[config.mk]
export PLATFORM = sky130hd
export DESIGN_NAME = inv_converter_pipe
export DESIGN_NICKNAME = d
export VERILOG_FILES = /design/src/rtl/inv_converter_pipe.sv
export SDC_FILE = /design/constraint.sdc
export NUM_CORES = 1
export LEC_CHECK = 0
export CAP_MARGIN = 20
export CELL_PAD_IN_SITES_DETAIL_PLACEMENT = 2
export CELL_PAD_IN_SITES_GLOBAL_PLACEMENT = 2
export CORE_MARGIN = 1.5
export CORE_UTILIZATION = 32
export CTS_BUF_LIST = sky130_fd_sc_hd__clkbuf_4 sky130_fd_sc_hd__clkbuf_8
export DETAILED_ROUTE_END_ITERATION = 7
export PLACE_DENSITY_LB_ADDON = 0.1
export SYNTH_ARGS = -nofsm -noshare
export SYNTH_HDL_FRONTEND = slang
export SYNTH_SLANG_ARGS = --single-unit
[constraint.sdc]
create_clock -name sys_clk -period 1.5 [get_ports sys_clk]
set_input_delay 0.15 -clock sys_clk [delete_from_list [all_inputs] [get_ports sys_clk]]
set_output_delay 0.15 -clock sys_clk [all_outputs]
set_load 0.05 [all_outputs]
[src/rtl/inv_converter_pipe.sv]
// Two-stage per-lane sign conversion (pass / negate / abs / conditional negate) at DATA_W+1 bits.
// Latency: 2 cycles from input acceptance to out_valid. Throughput: 1 beat per cycle.
// Backpressure: stalled stages hold their contents; in_ready = ~v1 | ~v2 | out_ready.
module inv_converter_pipe #(
    parameter int DATA_W = 8,
    parameter int LANES  = 1
) (
    input  logic                          sys_clk,
    input  logic                          sys_rst_n,
    input  logic                          in_valid,
    output logic                          in_ready,
    input  logic [LANES*DATA_W-1:0]       data_i,
    input  logic [1:0]                    mode_i,
    input  logic [LANES-1:0]              neg_i,
    output logic                          out_valid,
    input  logic                          out_ready,
    output logic [LANES*(DATA_W+1)-1:0]   inv_o,
    output logic [LANES-1:0]              ovf_o
);
    localparam int RW = DATA_W + 1;
    localparam logic [DATA_W-1:0] MIN_VAL = {1'b1, {(DATA_W-1){1'b0}}};

    logic                v1, v2;
    logic                ld1, ld2;
    logic [LANES*RW-1:0] s1_x, s1_x_d;
    logic [LANES-1:0]    s1_cin, s1_cin_d;
    logic [LANES-1:0]    s1_ovf, s1_ovf_d;
    logic [LANES*RW-1:0] s2_sum_d;

    assign ld2       = ~v2 | out_ready;
    assign ld1       = ~v1 | ld2;
    assign in_ready  = ld1;
    assign out_valid = v2;

    // S1: one's complement of the sign-extended operand; the +1 is deferred to S2.
    always_comb begin
        logic [DATA_W-1:0] op;
        logic              inv;
        logic [RW-1:0]     x_ext;
        s1_x_d   = '0;
        s1_cin_d = '0;
        s1_ovf_d = '0;
        op       = '0;
        inv      = 1'b0;
        x_ext    = '0;
        for (int k = 0; k < LANES; k++) begin
            op = data_i[k*DATA_W +: DATA_W];
            case (mode_i)
                2'b00:   inv = 1'b0;
                2'b01:   inv = 1'b1;
                2'b10:   inv = op[DATA_W-1];
                default: inv = neg_i[k];
            endcase
            x_ext                   = {op[DATA_W-1], op};
            s1_x_d[k*RW +: RW]      = x_ext ^ {RW{inv}};
            s1_cin_d[k]             = inv;
            s1_ovf_d[k]             = inv & (op == MIN_VAL);
        end
    end

    always_comb begin
        s2_sum_d = '0;
        for (int k = 0; k < LANES; k++) begin
            s2_sum_d[k*RW +: RW] = s1_x[k*RW +: RW] + {{DATA_W{1'b0}}, s1_cin[k]};
        end
    end

    always_ff @(posedge sys_clk or negedge sys_rst_n) begin
        if (!sys_rst_n) begin
            v1     <= 1'b0;
            s1_x   <= '0;
            s1_cin <= '0;
            s1_ovf <= '0;
        end else if (ld1) begin
            v1 <= in_valid;
            if (in_valid) begin
                s1_x   <= s1_x_d;
                s1_cin <= s1_cin_d;
                s1_ovf <= s1_ovf_d;
            end
        end
    end

    // S2 data only moves when S1 holds a real beat; bubbles just clear v2.
    always_ff @(posedge sys_clk or negedge sys_rst_n) begin
        if (!sys_rst_n) begin
            v2    <= 1'b0;
            inv_o <= '0;
            ovf_o <= '0;
        end else if (ld2) begin
            v2 <= v1;
            if (v1) begin
                inv_o <= s2_sum_d;
                ovf_o <= s1_ovf;
            end
        end
    end

endmodule

* Word-level counts from Yosys, hierarchy flattened *
Cells that the tools add are included.
Widths: inputs -> output; s select.

word-level totals
  register bits after elaboration = 23
  input port bits = 15
  output and inout port bits = 12
  logic and storage cells = 21

operators by class
  add/sub/neg operators = 1
  eq/ne operators = 3
  mux-type cells = 1
  bitwise logic cells = 6
  reductions and logical operators = 3

operators with widths
  operator            count
  $add 9x1->9         1
  $xor 9x9->9         1
  $eq 8x8->1 const B  1
  $reduce_and 2->1    2
  $pmux 1 s3          1
  $eq 2x1->1 const B  1
  $eq 2x2->1 const B  1
  $logic_not 2->1     1
  $not 1->1           2
  $or 1x1->1          2
  $and 1x1->1         1

* Logic depth before layout (Yosys ltp) *
  depth after elaboration = 4
  mapped depth = 5

* Worst setup path before layout *
OpenSTA, ideal clock, no wires.

  path kind = register to register
  start point = reg v2 (netlist: out_valid)
  end point = reg s1_x[7]
  data arrival time = 1,683 ps
  required time = 1,418 ps
  slack = -265 ps
  cell stages (with the launch flop) = 5
  path buffers = 1
  period minus slack after synthesis = 1,765 ps
  path through = dfrtp_1 nand3b_1 clkbuf_1 a21oi_1 a31oi_1

between the ends
  cells in the longest elaborated chain, start to end = 4

ends and longest elaborated chain
  element                     RTL line  RTL
  start: declaration          23        logic v1, v2;
  start signal: assignment    91        v2 <= v1;
  $not 1->1                   30        assign ld2 = ~v2 | out_ready;
  $or 1x1->1                  30
  $or 1x1->1                  31        assign ld1 = ~v1 | ld2;
  via in_ready                11        output logic in_ready,
  $reduce_and 2->1 (no line)  -
  end signal: assignment      71        s1_x <= '0;
  end signal: assignment      77        s1_x <= s1_x_d;
  end: declaration            25        logic [LANES*RW-1:0] s1_x, s1_x_d;

The timed path passes the listed nets, and every way through them passes these cells.
A chain may end at the register's enable or synchronous reset.

* Final worst setup path *
  start point = reg s1_x[0]
  end point = reg inv_o[6]

between the ends
  cells in the longest elaborated chain, start to end = 1

ends and longest elaborated chain
  element                 RTL line  RTL
  $add 9x1->9             64        s2_sum_d[k*RW +: RW] = s1_x[k*RW +: RW] + {{DATA_W{1'b0}}, s1_cin[k]};
  end signal: assignment  93        inv_o <= s2_sum_d;
  end: declaration        17        output logic [LANES*(DATA_W+1)-1:0] inv_o,

No other way between the ends.

==> run metrics <==
run status finished clean; Global Route Usage Sum 0.162; residual DRC count 0; CTS HTree Levels 1; via density per instance 5.06; clock root buffer sky130_fd_sc_hd__clkbuf_4; number of placed instances with taps included approximately 190; Clock Skew 4.60 ps; clock period minus final worst setup slack 1420 ps; relative slew slack 0.690; final hold violations 0; combinational power share 0.400; power density relative to cell area about 1400 nW/µm²; final setup vio count 0; most used standard cell by instance count after synthesis sky130_fd_sc_hd__dfrtp_1; mean area per synthesized cell 10.5 µm²; post-route fraction of the period consumed by the critical path 0.944; cell count after synthesis 110; worst reg2reg path endpoint inv_o[6]$_DFFE_PN0P_; die footprint 3980 µm²; Worst EP required 1740 ps; max-slew violation count 0; flop and latch count out of synthesis 22; Vias roughly 980; total clock buffers created by CTS 3; depth of the most critical reg-to-reg path 5; nets in the synthesized netlist between 100 and 150; vertical die dimension 63.1 µm; share of total power in the clock network 0.216; total of hold buffers inserted after clock tree synthesis 0; switching part of the total power 0.383; clock edge transition at the registers on the reported setup and hold paths 130 ps; share of synthesized registers carrying an async set or reset 1.00; global-route wire length before repair roughly 5.1 mm; HPWL after detailed placement 2.35 mm; number of violations reported at the end of detailed-routing iteration 0 40; library cell occupying the most area in the post-synthesis netlist sky130_fd_sc_hd__dfrtp_1; CP Data Arrival Time 1660 ps; clock sink total 22; critical path class reg -> reg; Final Wtd Congestion 0.732; post-layout instance count excluding filler cells just under 200; largest net degree at the start of global routing 23; Initial Utilization 0.341; Worst-Margin Slew between 400 and 500 ps; list of most frequent post-synthesis cells sky130_fd_sc_hd__dfrtp_1, sky130_fd_sc_hd__a21oi_1, sky130_fd_sc_hd__o21ai_0; RSZ-0062 raised after global routing true; internal power contribution 1.31 mW; number of enable-type register cells in the synthesized netlist 0; global route total overflow 0; final setup TNS 0 ps; biggest area contributors in the synthesized netlist sky130_fd_sc_hd__dfrtp_1, sky130_fd_sc_hd__a31oi_1, sky130_fd_sc_hd__a21oi_1; CTS max path bufs 2; worst min-delay path class in -> async; origin of the critical flop-to-flop path s1_x[0]$_DFFE_PN0P_; number of antenna violations at the first check in global routing 0; TritonCTS clock tree built; remaining number of nets flagged by the antenna check after routing 0; startpoint type of the worst setup path register; worst ir drop on vdd around 0.00047 V; Worst Hold Slack 182 ps; dominant register cell in the synthesized netlist sky130_fd_sc_hd__dfrtp_1; final core utilization 0.464; latest clock arrival within the worst-skew pair 310 ps; Antenna Diode Count 0; per-cell routed wire length 15.8 µm; post-synthesis instance area 1160 µm²; switching power 0.814 mW; FMAX slightly above 0.7 GHz; Sequential Power Share 0.384; proportion of layout cells with a drive suffix above 1 0.331; Critical path origin s1_x[0]$_DFFE_PN0P_; number of primary I/O pins 27; leakage power of the design 0.646 nW; Placeable Area 3390 µm²; endpoint kind of the worst setup timing path register; wirelength, routed 3.07 mm; layout-stage area growth over the synthesis result 36.1%; maximum fanout along the worst path 3; via count of the first global-routing pass 1057; number of violations of the max-capacitance limit 0; count of standard-cell rows 21; Synth Warn # 0; synth unique cells 32; Seq/Total Area, Yosys 0.476; fraction of post-synthesis cell area in the top cell type by area 0.476; DRT Pass-1 Iters 4; number of nets in the layout ~170; die span in x 63.1 µm; r2r setup slk 80 ps; # port buffers 26
==> worst max path at each step <==
stage / to / slack, ps / cells past startpoint
3_5_place_dp: s1_cin$_DFFE_PN0P_ / -110 / 4
2_1_floorplan: inv_o[0]$_DFFE_PN0P_ / 80 / 4
4_1_cts: inv_o[6]$_DFFE_PN0P_ / 3 / 5
6_report: inv_o[6]$_DFFE_PN0P_ / 80 / 5
5_1_grt: inv_o[6]$_DFFE_PN0P_ / -10 / 5
3_3_place_gp: s1_x[3]$_DFFE_PN0P_ / -40 / 4
==> layout by cell type, fill, tap and decap left out, types with 2 or more instances in the layout <==
cell                              synthesis  routed
sky130_fd_sc_hd__nand3_1                  3       3
sky130_fd_sc_hd__mux2_2                   5       5
sky130_fd_sc_hd__clkbuf_4                 0       3
sky130_fd_sc_hd__clkdlybuf4s50_1          0      14
sky130_fd_sc_hd__nand2b_1                 3       3
sky130_fd_sc_hd__buf_4                    0      25
sky130_fd_sc_hd__or3_2                    5       5
sky130_fd_sc_hd__a31oi_1                 11      11
sky130_fd_sc_hd__and2_1                   2       2
sky130_fd_sc_hd__xnor2_1                  3       3
sky130_fd_sc_hd__o21ai_0                 12      12
sky130_fd_sc_hd__a21oi_1                 13      13
sky130_fd_sc_hd__or3_1                    5       5
sky130_fd_sc_hd__dfrtp_1                 22      21
==> power groups by stage <==
| stage | clock [mW] | sequential (mW) | combinational, mW |
|---|---|---|---|
| 2_1_floorplan | 0 | 1.10 | 0.249 |
| 3_3_place_gp | 0 | 0.814 | 0.810 |
| 3_5_place_dp | 0 | 0.825 | 0.838 |
| 4_1_cts | 0.474 | 0.814 | 0.843 |
| 5_1_grt | 0.500 | 0.835 | 0.916 |
| 6_report | 0.460 | 0.816 | 0.851 |
==> metrics by stage <==
step	setup slack [ps]	total power [mW]	area, µm²
after floorplan	80.8	1.35	1160
after global placement	-42.8	1.62	1500
after detailed placement	-108	1.66	1500
after CTS	3.43	2.13	1550
after global routing	-11.5	2.25	1570
final	83.5	2.13	1570
==> registers in the layout, summed over array words and instances (netlist names) <==
| signal | flops |
|---|---|
| v1 | 1 |
| s1_x | 8 |
| inv_o | 9 |
| s1_ovf | 1 |
| s1_cin | 1 |
| ovf_o | 1 |
| out_valid | 1 |
==> per-layer routing <==
| layer | GRT usage | wire, µm | vias up |
|---|---|---|---|
| met2 | 0.303 | 1630 | 20 |
| met1 | 0.190 | 1300 | 475 |
| met4 | 0.0500 | 29 | 0 |
| met5 | 0 | 0 | - |
| li1 | - | - | 485 |
| met3 | 0.0214 | 112 | 2 |
==> kinds of logic (layout without fill, tap and decap cells) <==
| group | Yosys count | count (layout) | share of synthesized area |
|---|---|---|---|
| compound gates | 40 | 40 | 0.198 |
| simple gates | 29 | 29 | 0.169 |
| flops | 22 | 22 | 0.476 |
| buf+inv | 7 | 45 | 0.0433 |
| mux | 6 | 6 | 0.0617 |
| xor+xnor | 4 | 4 | 0.0303 |
| fa+ha+maj | 2 | 2 | 0.0216 |
==> critical path, cell delays in order, from the launching register on <==
cell                      delay [ps]
sky130_fd_sc_hd__dfrtp_1         380
sky130_fd_sc_hd__ha_1            180
sky130_fd_sc_hd__ha_2            210
sky130_fd_sc_hd__nand2_2          90
sky130_fd_sc_hd__or3_1           330
sky130_fd_sc_hd__a31oi_1         160
==> layout make-up <==
class	count	area, µm²
fill	365	1820
multi-input combinational	81	561
clock inverter	1	30.0
tap	46	57.6
sequential	22	552
inverter	1	3.75
clock buffer	3	22.5
timing repair buffer	40	348
==> timing repair <==
action	CTS	global route
resized for setup	0	2
setup buffers	0	2
endpoints found under the setup margin	0	4
(Power assumes the default switching activity.)
==> RTL change 1 (same settings) <==
`DATA_W`: 8 -> 6.
--- a/src/rtl/inv_converter_pipe.sv
+++ b/src/rtl/inv_converter_pipe.sv
@@ -2,7 +2,7 @@
 // Latency: 2 cycles from input acceptance to out_valid. Throughput: 1 beat per cycle.
 // Backpressure: stalled stages hold their contents; in_ready = ~v1 | ~v2 | out_ready.
 module inv_converter_pipe #(
-    parameter int DATA_W = 8,
+    parameter int DATA_W = 6,
     parameter int LANES  = 1
 ) (
     input  logic                          sys_clk,
Ports: changed (resized data_i and inv_o); port bits go from 27 to 23. The function was not compared with the original's and may differ.
==> RTL change 1 against the unedited design <==
  * Global-route usage is 0.54 points higher
  * Via count is 17% lower
  * Wire length is 21% lower
  * Non-clock buffer count is 8 lower
  * Clock skew is 0.85 ps lower
  * Final cell count is 22% lower
  * Worst setup slack better by 41 ps
  * Cell area is 19% lower
  * Total power is 24% lower
  * Critical path depth is 2 lower
  * Synthesized area is 17% lower
  * Sequential cell count is 4 lower
==> RTL change 1: results (changes against the unedited design) <==
cts_made_buffers: 3  # unchanged
p_leak_nw: 0.548  # -15%
netlist_top_cells_area: "dfrtp_1 (47%), a21oi_1 (7.3%), buf_6 (4.7%)"
clk_latency_ps: 290  # -20 ps
first_global_vias: 884  # -16%
placed_cell_area_um2: 1230  # -18%
arrival_ps: 1230  # -430 ps
gp_congestion: 0.716  # -2.3%
syn_nets: 106  # -17%
ys_types: 30  # -6.3%
clock-skew-final_ps: 3.74  # -0.853 ps
hpwl_mm: 1.94  # -17%
holdCritPathClass: "primary input to asynchronous set/reset pin"
async_flop_share_pct: 100  # unchanged
outcome: "finished, final reports clean"
antenna_found_initial: 0  # unchanged
drtPass1Iterations: 4  # unchanged
ir_worst_vdd_mv: 0.298  # -36%
drive_gt1_share_pct: 24.8  # -8.3 points
slew_headroom_pct: 75.9  # +6.9 points
n_antenna_cell: 0  # unchanged
synth_area_per_cell_um2: 10.6  # +0.73%
grt_usage_pct: 16.7  # +0.54 points
reg.largest.list: "inv_o x7, s1_x x6"
placed_cells: 148  # -21%
critPathMaxFanout: 7  # +4
nets: 137  # -17%
clock_path_buffers: 2  # unchanged
fillers: 293  # -20%
netlist_top_cells_count: "dfrtp_1 (18), a21oi_1 (14), o21ai_0 (8)"
routedWlPerCell_um: 15.9  # +0.54%
io_buffers: 22  # -15%
ys_seq_area_share_pct: 46.8  # -0.87 points
clk_pin_slew_ps: 110  # -20 ps
ys.flop_type: "dfrtp_1"
clockRootBuffer: "clkbuf_4"
vias: 812  # -17%
grt_pass1_wl_mm: 4.23  # -17%
yosys_warnings: 0  # unchanged
cts.htree.levels: 1  # unchanged
vias_per_cell: 5.34  # +5.5%
first_iter_violations: 14  # -65%
grt_max_degree: 19  # -17%
dp_worst_setup_slack_ps: -213  # -105 ps
-- RTL change 1: cell types whose count changed after synthesis, sizes merged, moves of 2 or more --
cell,before,now
dfrtp,22,18
xnor2,3,1
a31oi,11,7
or3,10,6
o21ai,12,8
mux2,6,4
xor2,1,3
-- RTL change 1: timing repair --
action / CTS / global route
resized for setup: 0 / 1
endpoints found under the setup margin: 0 / 7
buffers inserted: 0 / 0
-- RTL change 1: final cells by class --
| type | instances | area [um^2] | area share, % |
|---|---|---|---|
| tap | 31 | 38.8 | 3.05 |
| clock buffer | 4 | 36.3 | 2.85 |
| inverter | 2 | 7.51 | 0.590 |
| multi-input combinational | 65 | 455 | 35.8 |
| sequential | 18 | 452 | 35.5 |
| timing repair buffer | 32 | 283 | 22.2 |
-- RTL change 1: worst paths after layout --
kind,depth (start not counted),slack (ps),start,end
max,3,120,v1$_DFFE_PN0P_,in_ready
max reg2reg,5,160,s1_cin$_DFFE_PN0P_,inv_o[6]$_DFFE_PN0P_
min in group sys_clk,1,490,inv_o[1]$_DFFE_PN0P_,inv_o[1]$_DFFE_PN0P_
min,2,180,sys_rst_n,inv_o[3]$_DFFE_PN0P_
min reg2reg,1,490,inv_o[1]$_DFFE_PN0P_,inv_o[1]$_DFFE_PN0P_
max in group asynchronous,2,1110,sys_rst_n,out_valid$_DFFE_PN0P_
-- RTL change 1: cells by family (layout without fill, tap and decap cells) --
logic type / Yosys count / count (layout) / share of synthesized area [%]
AO/OA/AOI/OAI: 32 / 32 / 18.6
AND/OR/NAND/NOR: 23 / 23 / 17.0
flip-flops: 18 / 18 / 46.8
buffers and inverters: 8 / 38 / 6.36
XOR/XNOR: 4 / 4 / 3.64
multiplexers: 4 / 4 / 5.06
adder cells (fa/ha/maj): 2 / 2 / 2.60
-- RTL change 1: power by group --
group,switching [mW],internal (mW),leakage [nW],total (mW)
combinational,0.409,0.245,0.320,0.654
sequential,0.0752,0.583,0.206,0.658
clock,0.155,0.148,0.0210,0.302
total,0.639,0.976,0.548,1.61
-- RTL change 1: layer usage --
metal	GRT usage (%)	up-vias	wire [um]
met5	0	-	0
met4	6.98	0	38
met3	1.34	4	82
met2	31.3	20	1330
met1	19.4	398	965
li1	-	390	-
-- RTL change 1: worst max-delay path, stage by stage (launching register included) --
cell	delay, ps
dfrtp_1	460
nand3b_4	140
buf_4	190
buf_12	140
==> RTL change 2 (same flow settings) <==
Without the edit above. Reset style: synchronous (`sys_rst_n`), changed in 2 clocked blocks.
--- a/src/rtl/inv_converter_pipe.sv
+++ b/src/rtl/inv_converter_pipe.sv
@@ -65,7 +65,7 @@
         end
     end
 
-    always_ff @(posedge sys_clk or negedge sys_rst_n) begin
+    always_ff @(posedge sys_clk) begin
         if (!sys_rst_n) begin
             v1     <= 1'b0;
             s1_x   <= '0;
@@ -82,7 +82,7 @@
     end
 
     // S2 data only moves when S1 holds a real beat; bubbles just clear v2.
-    always_ff @(posedge sys_clk or negedge sys_rst_n) begin
+    always_ff @(posedge sys_clk) begin
         if (!sys_rst_n) begin
             v2    <= 1'b0;
             inv_o <= '0;
Check against the original RTL: differs if sys_rst_n is asserted again (counterexample within 4 cycles, from zero or initial values and one cycle with sys_rst_n low); with sys_rst_n held inactive, the same outputs for 10 cycles.
==> RTL change 2 against the unedited design <==
  * Synthesized area is 11% lower
  * Critical path type unchanged
  * Fmax is 5.0% higher
  * Cell area is 10% lower
  * Worst setup slack better by 67 ps
  * Sequential cell count stayed put
  * Wire length is 14% lower
Power is not compared: it rests on default switching activity, and its combinational part moved more than twofold at a synthesized area within 25%.
==> RTL change 2: results (changes against the unedited design) <==
rrSetupSlack_ps: 150  # +70 ps
holdCritPathClass: "primary input to flip-flop"
antenna_found_initial: 0  # unchanged
reg2reg_depth: 5  # unchanged
clk_pin_slew_ps: 120
clock_path_buffers: 2  # unchanged
clk_latency_ps: 310  # about the same
ir_worst_vdd_mv: 0.357
clock-skew-final_ps: 4.36  # -0.235 ps
netlist_top_cells_count: "dfxtp_1 (22), a21oi_1 (12), o21ai_0 (12)"
reg2reg_from: "s1_cin$_SDFFE_PN0P_"
hpwl_mm: 2.11  # -9.8%
postCtsSetupBuffers: 0  # unchanged
cp-endpoint: "inv_o[4]$_SDFFE_PN0P_"
ys_types: 30  # -6.3%
first_global_vias: 928  # -12%
grt_max_degree: 18  # -22%
nets: 159  # -4.2%
outcome: "finished, final reports clean"
crit_type: "flip-flop to flip-flop"
r2r_end: "inv_o[4]$_SDFFE_PN0P_"
first_iter_violations: 17  # -57%
ys_ff_latch: 22  # unchanged
io_buffers: 26  # unchanged
holdPathEnd: "v1$_SDFFE_PN0P_"
hold_ws_ps: 415  # +233 ps
arrival_ps: 1600  # -60 ps
clockRootBuffer: "clkbuf_4"
max_freq_mhz: 741  # +5.0%
dp_worst_setup_slack_ps: -21.4  # +86.7 ps
ctsResizeCount: 0  # unchanged
cts_made_buffers: 3  # unchanged
drive_gt1_share_pct: 19.1  # -14 points
syn_nets: 127  # unchanged
p_leak_nw: 0.567
hold_start: "in_valid"
async_flop_share_pct: 0  # -100 points
cts.htree.levels: 1  # unchanged
reg.largest.list: "inv_o x9, s1_x x8"
ys_seq_area_share_pct: 42.9  # -4.7 points
holdPathStages: 3
gp_congestion: 0.736  # +0.55%
wl_mm: 2.65  # -14%
placed_cell_area_um2: 1370  # -8.6%
drtPass1Iterations: 4  # unchanged
grt_usage_pct: 16.2  # about the same
vias_per_cell: 4.83  # -4.6%
n_antenna_cell: 0  # unchanged
grt_pass1_wl_mm: 4.40  # -14%
critPathMaxFanout: 4  # +1
yosys_warnings: 0  # unchanged
worst_slew_pin_slew_ps: 329  # -135 ps
netlist_top_cells_area: "dfxtp_1 (43%), xnor2_1 (7.7%), a21oi_1 (5.8%)"
[RTL change 2: cell types whose count changed in the layout (fill, tap and decap cells not counted), sizes merged, moves of 7 or more]
cell / delta
dfxtp: +22
buf: -7
or3: -10
a31oi: -11
dfrtp: -22
[RTL change 2: cells by family (layout without fill, tap and decap cells)]
kind of cell / count (synthesis) / after routing / share of synthesized area [%]
fa+ha+maj: 2 / 2 / 2.44
compound gates: 35 / 35 / 21.2
flops: 22 / 22 / 42.9
simple gates: 25 / 25 / 14.1
xor+xnor: 13 / 13 / 11.1
buf+inv: 9 / 40 / 4.38
mux: 4 / 4 / 3.90
[RTL change 2: layout make-up]
cell class	instances	area [um^2]
clock buffers	4	36.3
fillers	346	1640
inverters	3	11.3
multi-input cells	79	542
flip-flops and latches	22	444
well taps	44	55.1
repair buffers	33	320
[RTL change 2: routing by layer]
metal | share of wire (%) | wire (um) | GRT usage [%]
met5 | 0 | 0 | 0
met3 | 3.1 | 82 | 2.60
met2 | 50 | 1310 | 27.8
met1 | 47 | 1240 | 20.8
met4 | 0.64 | 17 | 4.76
[RTL change 2: critical path: stages, from the launching register on]
cell and delay [ps]:
dfxtp_1 370, ha_1 220, ha_1 270, nand3_1 140
xor2_1 160, a21oi_1 130
[RTL change 2: power breakdown]
part	leakage (nW)	internal [mW]	switching, mW
Combinational	0.364	0.135	0.157
Sequential	0.182	0.622	0.0334
Clock	0.0210	0.148	0.183
Total	0.567	0.906	0.373
[RTL change 2: stage by stage]
step,power (mW),instances
3_5_place_dp,0.964,181
2_1_floorplan,0.837,110
4_1_cts,1.30,185
6_report,1.28,185
3_3_place_gp,0.952,181
5_1_grt,1.34,185
